==> config.mk <==
export PLATFORM = sky130hd
export DESIGN_NAME = uart_rx
export DESIGN_NICKNAME = d
export VERILOG_FILES = /design/src/rtl/uart_pkg.sv /design/src/rtl/uart_sync2.sv /design/src/rtl/uart_rx.sv
export SDC_FILE = /design/constraint.sdc
export NUM_CORES = 1
export LEC_CHECK = 0
export BUFFER_PORTS_ARGS = -buffer_cell sky130_fd_sc_hd__buf_2
export CORE_UTILIZATION = 50
export DETAILED_ROUTE_END_ITERATION = 8
export PLACE_DENSITY_LB_ADDON = 0.12
export SETUP_SLACK_MARGIN = 0.3
export SLEW_MARGIN = 20
export SYNTH_ARGS = -nofsm -noshare
export SYNTH_HDL_FRONTEND = slang
export SYNTH_SLANG_ARGS = --single-unit
==> constraint.sdc <==
create_clock -name clk -period 3.3 [get_ports clk]
set_input_delay 0.66 -clock clk [delete_from_list [all_inputs] [get_ports clk]]
set_output_delay 0.66 -clock clk [all_outputs]
set_load 0.02 [all_outputs]
==> src/rtl/uart_pkg.sv <==
// uart_pkg: shared UART types and defaults for the TX/RX pair
package uart_pkg;
   typedef enum logic [2:0] {IDLE, START, DATA, STOP, WAIT_IDLE} uart_rx_state_t;
   localparam int UART_DATA_BITS      = 8;
   localparam int UART_DEFAULT_CLK_FQ = 50_000_000;
   localparam int UART_DEFAULT_BAUD   = 115_200;
endpackage

==> src/rtl/uart_sync2.sv <==
// uart_sync2: two-flop synchronizer for an asynchronous single-bit input
module uart_sync2 #(
   parameter logic rst_val = 1'b1
) (
   input  logic clk,
   input  logic rst,
   input  logic d,
   output logic q
);
   logic meta;
   // capture into meta, then move to q, both preset to the idle level
   always_ff @(posedge clk or negedge rst)
      if (!rst) {q, meta} <= {2{rst_val}};
      else      {q, meta} <= {meta, d};
endmodule

==> src/rtl/uart_rx.sv <==
// uart_rx: 8N1 serial receiver with mid-bit sampling and a valid/ack holding register
module uart_rx
   import uart_pkg::*;
#(
   parameter int clk_fq    = UART_DEFAULT_CLK_FQ,
   parameter int baud_rate = UART_DEFAULT_BAUD,
   parameter int div_cnt   = clk_fq / baud_rate,
   parameter int half_cnt  = div_cnt / 2
) (
   input  logic                      clk,
   input  logic                      rst,
   input  logic                      rxd,
   output logic [UART_DATA_BITS-1:0] rxdata,
   output logic                      rx_valid,
   input  logic                      rx_ack,
   output logic                      busy,
   output logic                      frame_err,
   output logic                      overrun
);
   localparam int cw = $clog2(div_cnt);
   logic                      rxd_s;
   logic                      tick;
   uart_rx_state_t            state;
   logic [cw-1:0]             cnt;
   logic [2:0]                bit_idx;
   logic [UART_DATA_BITS-1:0] shreg;

   uart_sync2 #(.rst_val(1'b1)) u_sync (.clk(clk), .rst(rst), .d(rxd), .q(rxd_s));

   assign busy = state != IDLE;
   assign tick = (state == START) ? cnt == cw'(half_cnt - 1) : cnt == cw'(div_cnt - 1);

   // frame FSM, bit timing, shift register and output handshake
   always_ff @(posedge clk or negedge rst)
      if (!rst) begin
         state     <= IDLE;
         cnt       <= '0;
         bit_idx   <= '0;
         shreg     <= '0;
         rxdata    <= '0;
         rx_valid  <= 1'b0;
         frame_err <= 1'b0;
         overrun   <= 1'b0;
      end else begin
         frame_err <= 1'b0;
         overrun   <= 1'b0;
         if (rx_ack && rx_valid) rx_valid <= 1'b0;
         case (state)
            IDLE:
               if (!rxd_s) begin
                  state <= START;
                  cnt   <= '0;
               end
            START:
               if (tick) begin
                  cnt     <= '0;
                  bit_idx <= '0;
                  state   <= rxd_s ? IDLE : DATA;
               end else cnt <= cnt + cw'(1);
            DATA:
               if (tick) begin
                  cnt   <= '0;
                  shreg <= {rxd_s, shreg[UART_DATA_BITS-1:1]};
                  if (bit_idx == 3'd7) state <= STOP;
                  else bit_idx <= bit_idx + 3'd1;
               end else cnt <= cnt + cw'(1);
            STOP:
               if (tick) begin
                  cnt <= '0;
                  if (rxd_s) begin
                     rxdata   <= shreg;
                     rx_valid <= 1'b1;
                     overrun  <= rx_valid && !rx_ack;
                     state    <= IDLE;
                  end else begin
                     frame_err <= 1'b1;
                     state     <= WAIT_IDLE;
                  end
               end else cnt <= cnt + cw'(1);
            WAIT_IDLE:
               if (rxd_s) state <= IDLE;
            default:
               state <= IDLE;
         endcase
      end
endmodule

# Yosys cells after proc, flatten, opt, wreduce, memory -nomap -nowiden
# Cells that the tools add are included.
# totals
in_bits,4
reg_bits,36
word_cells,66
# classes
reduce_logical,13
add_sub_neg,2
n_eq_ne,14
muxes,27
# ops
operator,n
$mux 3,10
$mux 9,2
$pmux 9 s2,1
$pmux 3 s5,1
$ne 2x2->1 const B,6
$mux 1,11
$add 9x1->9 const B,1
$eq 9x8->1 const B,1
$eq 9x9->1 const B,1
$eq 3x2->1 const B,2
$eq 3x3->1 const B,2
$pmux 3 s2,1
$reduce_and 6->1,1
$reduce_and 2->1,2
$reduce_and 4->1,1
$reduce_bool 2->1,2
$add 3x1->3 const B,1
$eq 3x1->1 const B,1
$logic_not 3->1,1
$reduce_and 3->1,1
$reduce_bool 3->1,1
$reduce_or 3->1,1
$logic_and 1x1->1,2
$mux 2,1
2 further kinds,2

# Longest topological paths before layout
# Gate-level depths: netlist of run 1.
# logic_depth
ltp_word,5
ltp_mapped,6

# Hierarchy
# From an unflattened synthesis of run 1, not the netlist that was laid out.
# hier_totals
hier_cells,149
hier_area_um2,1664.1
# by_module_without_submodules
mod,cells_each,area_each_um2,seq_area_each_um2,instances
uart_rx,147,1611.5,850.8,1
uart_sync2,2,52.6,52.6,1

# Worst setup path before layout of run 1
# Ideal clock, no wire load.
# synth_path
path_type,register to register
from,reg cnt[2]
to,reg rxdata[0]
slack_ns,1.527
required_time_ns,3.175
setup_ns,0.125
path_stages_with_launch,6
arrival_ns,1.649
n_path_buf,1
path_cell_list,dfrtp_1 > and4bb_1 > buf_6 > nand4_4 > nor3_4 > mux2_2
# synth_via
elab_chain_cells,3
# synth_rtl
element,line,text
from (decl),uart_rx.sv:24,logic [cw-1:0] cnt;
from (signal assigned),uart_rx.sv:59,end else cnt <= cnt + cw'(1);
from (signal assigned),uart_rx.sv:66,end else cnt <= cnt + cw'(1);
from (signal assigned),uart_rx.sv:79,end else cnt <= cnt + cw'(1);
$eq 9x9->1 / $eq 9x8->1 (equally long branches),uart_rx.sv:31,assign tick = (state == START) ? cnt == cw'(half_cnt - 1) : cnt == cw'(div_cnt - 1);
$mux 1 (*),uart_rx.sv:31,
$reduce_and 3->1 (no source line) (*),n/a,
to (signal assigned),uart_rx.sv:71,rxdata <= shreg;
to (decl),uart_rx.sv:13,"output logic [UART_DATA_BITS-1:0] rxdata,"
# Every way passes the cells marked *; elsewhere a longest branch is shown, timed or not.
# A chain may end at the register's enable or synchronous reset.

# Final worst setup path of run 1
# layout_path
from,reg cnt[2]
to,reg rxdata[5]
# The elaborated chain is that of the path after synthesis.

==> metrics.cfg, run 1 <==
[route]
vias = 1229
drc = 0
wl_um = 3080
wl_per_cell_um = 14.1
initialDrtViolationCount = 52
detail-route-antenna-nets = 0
vias_per_cell = 5.61
drt_pass1_iterations = 4

[global_routing]
grt_max_degree = 37
grt_pass1_vias = 1155
grt_usage = 0.194
antenna_found_initial = 0
grt_pass1_wl_um = 5250
grt_remaining_overflow = 0

[synthesis]
synth_cell_types = 43
synth_warnings = 0
ys_seq_area_frac = 0.519
syn_inst = 156
synth_area_leaders = dfrtp_1 49%, mux2_2 10%, nand2_1 3.2%
syn_nets = 163
synth_top_area_cell = dfrtp_1
syn_area_per_cell_um2 = 11.2
ys_ff_latch = 36
netlist_area_um2 = 1740
yosysTopAreaCellShare = 0.489

[job]
maxCapViolations = 0

[critical_path]
regToRegSetupSlack_ns = 1.22
crit_type = flop to flop
start_kind = flop
worstPathArrival_ns = 2.30
r2r-end = rxdata[5]$_DFFE_PN0P_
r2r_cells = 4
worstPathRequired_ns = 3.53
crit_fanout = 10
end_kind = flop
reg2reg_from = cnt[2]$_DFFE_PN0P_

[sta]
layout_min_cycle_time_ns = 2.08
relSlewSlack = 0.488
rsz0062_at_grt = no
hold_viol = 0
setup_tns_ns = 0
worst_pin_slew_ns = 0.768
slew_violations = 0
fmax_mhz = 481
clock_skew_ns = 0.00923
finalCritPeriodShare = 0.630
whs_ns = 0.362
setup_viol = 0

[floorplan]
die_x_um = 61
die_h_um = 61
io_pins = 16
coreArea_um2 = 3340
initial_utilization = 0.522
fp-row-count = 21
die_area_um2 = 3720

[min_path]
hold_path.startpoint = u_sync.meta$_DFF_PN1_
hold_end = u_sync.q$_DFF_PN1_
whs_path_depth = 0
min_path_type = flop to flop

[status]
run_status = completed

[clock_tree]
root_buffer = clkbuf_4
cts_tree = yes
cts.clk_slew.worst_paths_ns = 0.10
cts_made_buffers = 5
hold_buffers = 0
cts_resized = 0
cts.sinks = 36
post-cts-setup-buffers = 0
ctsLongestPathBuffers = 2
h-tree-depth = 2
clock_latency_ns = 0.34

[layout]
layout-drive-gt1-share = 0.266
syn_to_final_growth_pct = 9.35
fillers = 302
final_common_cell = dfrtp_1
diodes = 0
final_cell_mix = 34 x dfrtp_1, 16 x mux2_2, 15 x nand2_1, 15 x buf_2, 9 x nor2_1
finalNonFillerCells = 219
nets = 179

[placement]
dpl.cell_count = 211
gp_congestion = 0.769
dp_hpwl_um = 2220
io_buffers = 15

[pwr]
power.density_nw_per_um2 = 368
cellLeakagePower_uw = 0.000948
vdd.ir_drop.worst_mv = 0.212

-- routing by layer --
layer	share of wire	up-vias	global-route usage
li1	-	600	-
met1	0.48	605	0.248
met2	0.48	20	0.303
met3	0.034	4	0.0640
met4	0.010	0	0.0844
met5	0	-	0
-- cell families after synthesis --
kind of cell / synth area share
adder cells (fa/ha/maj): 0.0216
multiplexers: 0.104
flip-flops: 0.519
buffers and inverters: 0.0359
AO/OA/AOI/OAI: 0.129
AND/OR/NAND/NOR: 0.181
XOR/XNOR: 0.0101
-- through the flow --
step,setup slack (ns),util,total power [uW],area (um2)
floorplan,1.53,-,454,1740
global placement,1.31,0.552,464,1840
detailed placement,1.23,0.552,465,1840
CTS,1.22,0.570,713,1900
global route,1.12,0.570,733,1900
finish,1.22,0.570,700,1900
-- synthesized netlist by cell type, drive strengths merged --
library cell,count
o211ai,3
o2bb2a,1
buf,4
o221ai,1
nor3b,1
nand2,15
a31oi,2
and3,5
o2bb2ai,2
nor2,9
o2111ai,3
nor3,3
a2111oi,1
a2111o,1
nor4,1
dfrtp,34
inv,8
nand2b,1
nand4,2
a21o,2
mux2,16
clkbuf,2
and2,1
or3b,1
a221oi,1
nor4b,1
and4bb,3
o211a,1
nand3,8
nor2b,2
ha,3
o21ai,7
dfstp,2
xnor2,2
a21oi,5
or3,1
o22ai,1
-- report_power, final --
group	switching (uW)	leakage [uW]	internal [uW]
combinational	9.07	0.000435	1.59
sequential	1.28	0.000481	443
clock	141	0.0000315	104
total	151	0.000948	549
-- how the worst max path moves through the flow --
stage                         start                    end  cells past startpoint
2_1_floorplan    cnt[2]$_DFFE_PN0P_  rxdata[0]$_DFFE_PN0P_                      5
3_3_place_gp     cnt[2]$_DFFE_PN0P_  rxdata[7]$_DFFE_PN0P_                      4
3_5_place_dp     cnt[2]$_DFFE_PN0P_  rxdata[5]$_DFFE_PN0P_                      4
4_1_cts        state[2]$_DFFE_PN0P_                   busy                      2
5_1_grt          cnt[2]$_DFFE_PN0P_  rxdata[5]$_DFFE_PN0P_                      4
6_report         cnt[2]$_DFFE_PN0P_  rxdata[5]$_DFFE_PN0P_                      4
-- registers in the layout, summed over array words and instances (netlist names) --
name and flops:
cnt 9, rxdata 8, shreg 8, bit_idx 3, state 3, frame_err 1, overrun 1, rx_valid 1
u_sync.meta 1, u_sync.q 1
-- layout make-up --
type	instances	area (um2)	share of cell area
clock buffers	7	55.1	0.0289
clock inverters	1	7.51	0.00394
well taps	46	57.6	0.0302
multi-input cells	106	774	0.407
inverters	8	30.0	0.0158
flip-flops and latches	36	903	0.475
repair buffers	15	75.1	0.0394
-- worst max-delay path, cell delays in order (launching register included) --
cell and delay (ns):
dfrtp_1 0.45, and4bb_1 0.52, nand4_4 0.16, nor3_4 0.45, mux2_2 0.40
Note: power is estimated with default switching activity, not from simulation.
==> inputs of run 2 (changes only) <==
Settings changed: ABC_AREA set to 1.
Clock period 3.3 ns to 1.8 ns, I/O delays scaled along.
==> run 2 against run 1 <==
Compared with the run above:
- utilization increased by 9.9 points
- flip-flop and latch count did not move
- clock power grew 82%
- synthesized cell count rose by 24%
- maximum frequency rose by 38%
- combinational power rose by 110%
- worst hold slack worse by 0.32 ns
- die area decreased by 1.9%
- cell area is 11% higher
- first-iteration DRC count increased by 63%
- global-route usage grew 1.1 points
- wire length grew 9.4%
- largest cell class unchanged
==> metrics.cfg, run 2 <==
[synthesis]
ys_ff_latch = 36  ; unchanged
ys_seq_area_frac = 0.529  ; was 0.519
syn_nets = 200  ; was 163
synthTopCellsByCount = 55 x nand2_1, 34 x dfrtp_1, 25 x inv_1  ; was 34 x dfrtp_1, 16 x mux2_2, 15 x nand2_1
synth_warnings = 0  ; unchanged
synth_area_leaders = dfrtp_1 50%, nand2_1 12%, inv_1 5.5%  ; was dfrtp_1 49%, mux2_2 10%, nand2_1 3.2%
syn_area_per_cell_um2 = 8.84  ; was 11.2 um2
syn_inst = 193  ; was 156
synthFlopType = dfrtp_1  ; unchanged
synth_top_area_cell = dfrtp_1  ; unchanged
yosysTopAreaCellShare = 0.499  ; was 0.489
async_flop_share = 1.00  ; unchanged
synth_edf_count = 0  ; unchanged
synth_cell_types = 25  ; was 43
netlist_area_um2 = 1710  ; was 1740 um2
yosysMostFrequentCell = nand2_1  ; was dfrtp_1

[critical_path]
worstPathRequired_ns = 2.03  ; was 3.53 ns
reg2reg_from = state[2]$_DFFE_PN0P_  ; was cnt[2]$_DFFE_PN0P_
worstPathArrival_ns = 1.73  ; was 2.30 ns
end_kind = flop  ; unchanged
regToRegSetupSlack_ns = 0.30  ; was 1.22 ns
crit_start = state[2]$_DFFE_PN0P_  ; was cnt[2]$_DFFE_PN0P_
crit_type = flop to flop  ; unchanged
start_kind = flop  ; unchanged
r2r_cells = 9  ; was 4
r2r-end = bit_idx[0]$_DFFE_PN0P_  ; was rxdata[5]$_DFFE_PN0P_
crit_fanout = 6  ; was 10

[layout]
syn_to_final_growth_pct = 23.7  ; was 9.35%
nets = 233  ; was 179
multi_input_area_um2 = 786  ; was 774 um2
final_cell_mix = 45 x nand2_1, 30 x dfrtp_1, 17 x inv_1, 14 x buf_2, 13 x o21ai_0  ; was 34 x dfrtp_1, 16 x mux2_2, 15 x nand2_1, 15 x buf_2, 9 x nor2_1
reg.largest.list = cnt x9, rxdata x8, shreg x8  ; unchanged
layout-drive-gt1-share = 0.379  ; was 0.266
final_common_cell = nand2_1  ; was dfrtp_1
fin_area_um2 = 2110  ; was 1900 um2
diodes = 0  ; unchanged
largest_reg_flops = 9  ; unchanged
top_register = cnt  ; unchanged
fillers = 262  ; was 302
final-seq-area_um2 = 908  ; was 903 um2

[route]
drc = 0  ; unchanged
wl_met3_um = 107  ; was 106 um
met1Wirelength_um = 1570  ; was 1470 um
drt_pass1_iterations = 4  ; unchanged
vias = 1344  ; was 1,229
top_layer = met4  ; unchanged
met2_length_um = 1650  ; was 1470 um
wl_um = 3370  ; was 3080 um
vias_per_cell = 4.96  ; was 5.61
wl_per_cell_um = 12.4  ; was 14.1 um
detail-route-antenna-nets = 0  ; unchanged
initialDrtViolationCount = 85  ; was 52

[placement]
dp_hpwl_um = 2150  ; was 2220 um
io_buffers = 15  ; unchanged
place_area_um2 = 1840  ; about the same
gp_congestion = 0.888  ; was 0.769

[global_routing]
antenna_found_initial = 0  ; unchanged
grt_pass1_wl_um = 5490  ; was 5250 um
grt_remaining_overflow = 0  ; unchanged
grt_usage = 0.206  ; was 0.194
grt_pass1_vias = 1236  ; was 1,155
grt_max_degree = 37  ; unchanged

[pwr]
power.density_nw_per_um2 = 607  ; was 368 nW/um2
p_comb_frac = 0.017  ; was 0.015
vdd.ir_drop.worst_mv = 0.559  ; was 0.212 mV
power_switching_share = 0.212  ; was 0.216
p_int_uw = 1010  ; was 549 uW
seqPwrFrac = 0.636  ; was 0.635
clkPwrFrac = 0.347  ; was 0.350
p_sw_uw = 272  ; was 151 uW
cellLeakagePower_uw = 0.000995  ; was 0.000948 uW

[sta]
clock_skew_ns = 0.00727  ; was 0.00923 ns
slew_violations = 0  ; unchanged
fmax_mhz = 666  ; was 481 MHz
relSlewSlack = 0.697  ; was 0.488
rsz0062_at_grt = yes  ; was no
finalCritPeriodShare = 0.834  ; was 0.630
hold_viol = 0  ; unchanged
setup_tns_ns = 0  ; unchanged
worst_pin_slew_ns = 0.455  ; was 0.768 ns
layout_min_cycle_time_ns = 1.50  ; was 2.08 ns
setup_viol = 0  ; unchanged

[clock_tree]
hold_buffers = 0  ; unchanged
cts_made_buffers = 5  ; unchanged
cts.clk_slew.worst_paths_ns = 0.10  ; about the same
cts.sinks = 36  ; unchanged
h-tree-depth = 2  ; unchanged
clock_latency_ns = 0.33  ; was 0.34 ns
ctsLongestPathBuffers = 2  ; unchanged
cts_tree = yes  ; unchanged
root_buffer = clkbuf_4  ; unchanged

[min_path]
min_path_type = input port to async pin  ; was flop to flop

[floorplan]
die_area_um2 = 3650  ; was 3720 um2
initial_utilization = 0.541  ; was 0.522
die_x_um = 60.4  ; was 61 um
coreArea_um2 = 3150  ; was 3340 um2
die_h_um = 60.4  ; was 61 um
fp-row-count = 20  ; was 21
io_pins = 16  ; unchanged

[job]
maxCapViolations = 0  ; unchanged

[status]
run_status = completed  ; unchanged

[run 2: critical path: stages (launching register included)]
cell     delay (ns)
dfrtp_2        0.48
inv_2          0.12
nand2_4        0.06
nor2_4         0.13
inv_2          0.05
or2_4          0.25
nand2_4        0.10
nand2_4        0.06
nor2_2         0.10
a21oi_1        0.04
[run 2: layout make-up]
class / count / area share
multi-input cells: 127 / 0.372
clock buffers: 8 / 0.0279
well taps: 44 / 0.0261
inverters: 28 / 0.0510
repair buffers: 28 / 0.0925
flip-flops and latches: 36 / 0.430
[run 2: repair_timing]
item                       CTS  global route
setup buffers                3             7
gates resized for setup      8            37
pin swaps                    2            12
hold endpoints to repair     0             0
setup endpoints to repair   21            34
[run 2: power groups by stage]
stage | clock network (uW) | registers [uW] | logic, uW
after floorplan | 0 | 830 | 2.27
after global placement | 0 | 830 | 23.2
after detailed placement | 0 | 830 | 23.5
after CTS | 461 | 815 | 23.6
after global routing | 491 | 815 | 26.6
final | 445 | 815 | 22.2
[run 2: kinds of logic (layout without fill, tap and decap cells)]
kind of cell / Yosys count / count (layout) / synth area share
AO/OA/AOI/OAI: 29 / 29 / 0.106
flip-flops: 36 / 36 / 0.529
adder cells (fa/ha/maj): 3 / 3 / 0.0220
buffers and inverters: 30 / 64 / 0.0748
XOR/XNOR: 5 / 5 / 0.0257
AND/OR/NAND/NOR: 90 / 90 / 0.242
[run 2: how the worst max path moves through the flow]
stage | end | slack (ns)
floorplan | bit_idx[0]$_DFFE_PN0P_ | 0.38
global placement | bit_idx[0]$_DFFE_PN0P_ | 0.26
detailed placement | bit_idx[0]$_DFFE_PN0P_ | 0.21
CTS | busy | 0.30
global route | cnt[6]$_DFFE_PN0P_ | 0.22
finish | bit_idx[0]$_DFFE_PN0P_ | 0.30
[run 2: stage by stage]
step           cells  hold slack [ns]  utilization  setup WS, ns  power (uW)
4_1_cts          264           0.0593        0.618         0.297        1300
5_1_grt          271           0.0642        0.669         0.221        1330
6_report         271           0.0406        0.669         0.299        1280
3_5_place_dp     253            0.354        0.583         0.208         854
2_1_floorplan    193           0.0644            -         0.382         832
3_3_place_gp     253            0.349        0.583         0.258         853
[run 2: layer usage]
layer	global-route usage	vias up
li1	-	677
met1	0.270	637
met2	0.331	26
met3	0.0704	4
met4	0.0487	0
met5	0	-
==> inputs of run 3 (changes only) <==
Clock period 1.8 ns to 1.4 ns, I/O delays scaled along.
==> run 3 against run 2 <==
Compared with the run above:
- the flow now finishes with violations (negative setup slack)
- cell area increased by 18%
- via count is 16% higher
- final cell count is 10% higher
- first-iteration DRC count decreased by 11%
- highest routed layer unchanged
- worst hold slack improved by 0.15 ns
- sequential share of layout area fell by 6.6 points
- clock power increased by 34%
- count of clock-buffer cells in the layout is 1 lower
- utilization increased by 12 points
- global-route usage increased by 1.9 points
- critical endpoint is now shreg[0]$_DFFE_PN0P_
==> metrics.cfg, run 3 (synthesized netlist as in run 2, its figures left out) <==
[route]
drc = 0  ; unchanged
initialDrtViolationCount = 76  ; was 85
vias_per_cell = 5.24  ; was 4.96
detail-route-antenna-nets = 0  ; unchanged
drt_pass1_iterations = 4  ; unchanged
wl_per_cell_um = 14.6  ; was 12.4 um
vias = 1562  ; was 1,344
wl_um = 4350  ; was 3370 um

[layout]
top_register = cnt  ; unchanged
nets = 260  ; was 233
final_common_cell = nand2_1  ; unchanged
syn_to_final_growth_pct = 46.5  ; was 23.7%
fin_area_um2 = 2500  ; was 2110 um2
largest_reg_flops = 9  ; unchanged
diodes = 0  ; unchanged
reg.largest.list = cnt x9, rxdata x8, shreg x8  ; unchanged
layout-drive-gt1-share = 0.500  ; was 0.379
final_cell_mix = 43 x nand2_1, 29 x dfrtp_1, 29 x buf_4, 18 x inv_1, 18 x buf_6  ; was 45 x nand2_1, 30 x dfrtp_1, 17 x inv_1, 14 x buf_2, 13 x o21ai_0

[clock_tree]
cts.clk_slew.worst_paths_ns = 0.11  ; was 0.10 ns
clock_latency_ns = 0.35  ; was 0.33 ns
cts_tree = yes  ; unchanged
cts_made_buffers = 5  ; unchanged
h-tree-depth = 2  ; unchanged
cts.sinks = 36  ; unchanged
ctsLongestPathBuffers = 2  ; unchanged
root_buffer = clkbuf_4  ; unchanged

[critical_path]
r2r_cells = 8  ; was 9
crit_fanout = 5  ; was 6
end_kind = flop  ; unchanged
r2r-end = shreg[0]$_DFFE_PN0P_  ; was bit_idx[0]$_DFFE_PN0P_
crit_type = flop to flop  ; unchanged
start_kind = flop  ; unchanged
worstPathArrival_ns = 1.85  ; was 1.73 ns
regToRegSetupSlack_ns = -0.19  ; was 0.30 ns
worstPathRequired_ns = 1.66  ; was 2.03 ns
reg2reg_from = state[2]$_DFFE_PN0P_  ; unchanged

[sta]
layout_min_cycle_time_ns = 1.59  ; was 1.50 ns
slew_violations = 0  ; unchanged
finalCritPeriodShare = 1.14  ; was 0.834
relSlewSlack = 0.749  ; was 0.697
rsz0062_at_grt = yes  ; unchanged
hold_viol = 0  ; unchanged
setup_viol = 35  ; was 0
fmax_mhz = 628  ; was 666 MHz
clock_skew_ns = 0.00944  ; was 0.00727 ns
worst_pin_slew_ns = 0.376  ; was 0.455 ns
setup_slack_ns = -0.192  ; was 0.299 ns

[floorplan]
fp-row-count = 20  ; unchanged
die_x_um = 60.4  ; unchanged
die_h_um = 60.4  ; unchanged
initial_utilization = 0.541  ; unchanged
coreArea_um2 = 3150  ; unchanged
io_pins = 16  ; unchanged
die_area_um2 = 3650  ; unchanged

[status]
violations = negative setup slack
run_status = finished, violations left  ; was completed

[global_routing]
grt_remaining_overflow = 0  ; unchanged
antenna_found_initial = 0  ; unchanged
grt_pass1_wl_um = 5950  ; was 5490 um
grt_max_degree = 23  ; was 37
grt_usage = 0.225  ; was 0.206
grt_pass1_vias = 1399  ; was 1,236

[min_path]
hold_path.startpoint = rx_ack
hold_end = overrun$_DFF_PN0_
whs_path_depth = 4
min_path_type = input port to flop  ; was input port to async pin

[job]
maxCapViolations = 0  ; unchanged

[placement]
gp_congestion = 0.882  ; was 0.888
dp_slack_ns = -0.0507  ; was 0.208 ns
place_area_um2 = 1980  ; was 1840 um2
dp_hpwl_um = 2480  ; was 2150 um
io_buffers = 15  ; unchanged

[pwr]
power.density_nw_per_um2 = 675  ; was 607 nW/um2
cellLeakagePower_uw = 0.00116  ; was 0.000995 uW
vdd.ir_drop.worst_mv = 0.593  ; was 0.559 mV

## run 3: cell count changes in the layout (fill, tap and decap cells not counted), moves of 3 or more
cell / change
o21ai_1: +5
buf_6: +16
o22ai_2: +4
buf_4: +18
o22ai_1: -4
buf_2: -11
o21ai_0: -7
inv_2: -3
nand2_2: +3
## run 3: area by class of cell
type / instances / area, um2
clock buffers: 7 / 55.1
flip-flops and latches: 36 / 910
clock inverters: 1 / 7.51
well taps: 44 / 55.1
fillers: 208 / 653
repair buffers: 54 / 495
inverters: 28 / 113
multi-input cells: 128 / 865
## run 3: worst max path at each step
| stage | start | endpoint | slack [ns] | depth (start not counted) |
|---|---|---|---|---|
| final | state[2]$_DFFE_PN0P_ | shreg[0]$_DFFE_PN0P_ | -0.19 | 8 |
| after global routing | state[2]$_DFFE_PN0P_ | shreg[1]$_DFFE_PN0P_ | -0.26 | 8 |
| after CTS | state[0]$_DFFE_PN0P_ | shreg[4]$_DFFE_PN0P_ | -0.04 | 9 |
| after detailed placement | bit_idx[1]$_DFFE_PN0P_ | bit_idx[0]$_DFFE_PN0P_ | -0.05 | 7 |
| after global placement | state[2]$_DFFE_PN0P_ | bit_idx[0]$_DFFE_PN0P_ | -0.03 | 9 |
| after floorplan | cnt[5]$_DFFE_PN0P_ | shreg[1]$_DFFE_PN0P_ | 0.05 | 9 |
## run 3: through the flow
stage	TNS, ns	hold slack [ns]	power (uW)	util	instances
final	-2.95	0.192	1690	0.793	298
after global routing	-5.47	0.214	1760	0.793	298
after global placement	-0.132	0.211	1100	0.628	267
after detailed placement	-0.393	0.216	1100	0.628	267
after floorplan	0	-0.0156	1070	-	193
after CTS	-0.518	0.0120	1690	0.701	283
## run 3: critical path, cell delays in order, from the launching register on
cell and delay [ns]:
dfrtp_2 0.47, nor3_2 0.23, nand2_1 0.09, nand2_2 0.11, nand3_4 0.12, nor2_4 0.17
buf_4 0.16, nand2_1 0.06, o21ai_0 0.10
## run 3: per-layer routing
layer,up-vias,part of all wire,global-route usage
li1,739,-,-
met1,774,0.43,0.283
met2,37,0.51,0.370
met3,12,0.038,0.0682
met4,0,0.020,0.0779
met5,-,0,0
## run 3: where the power goes
| group | total (uW) | switching (uW) | internal [uW] |
|---|---|---|---|
| logic | 43.4 | 28.2 | 15.3 |
| registers | 1050 | 1.43 | 1040 |
| clock network | 598 | 352 | 246 |
| total | 1690 | 382 | 1310 |
## run 3: what timing repair did
item	4_1_cts	5_1_grt
gates cloned	0	1
resized for setup	32	55
pin swaps	5	8
hold buffers	1	1
buffers inserted	7	13
endpoints found under the setup margin	46	46
hold endpoints to repair	13	1
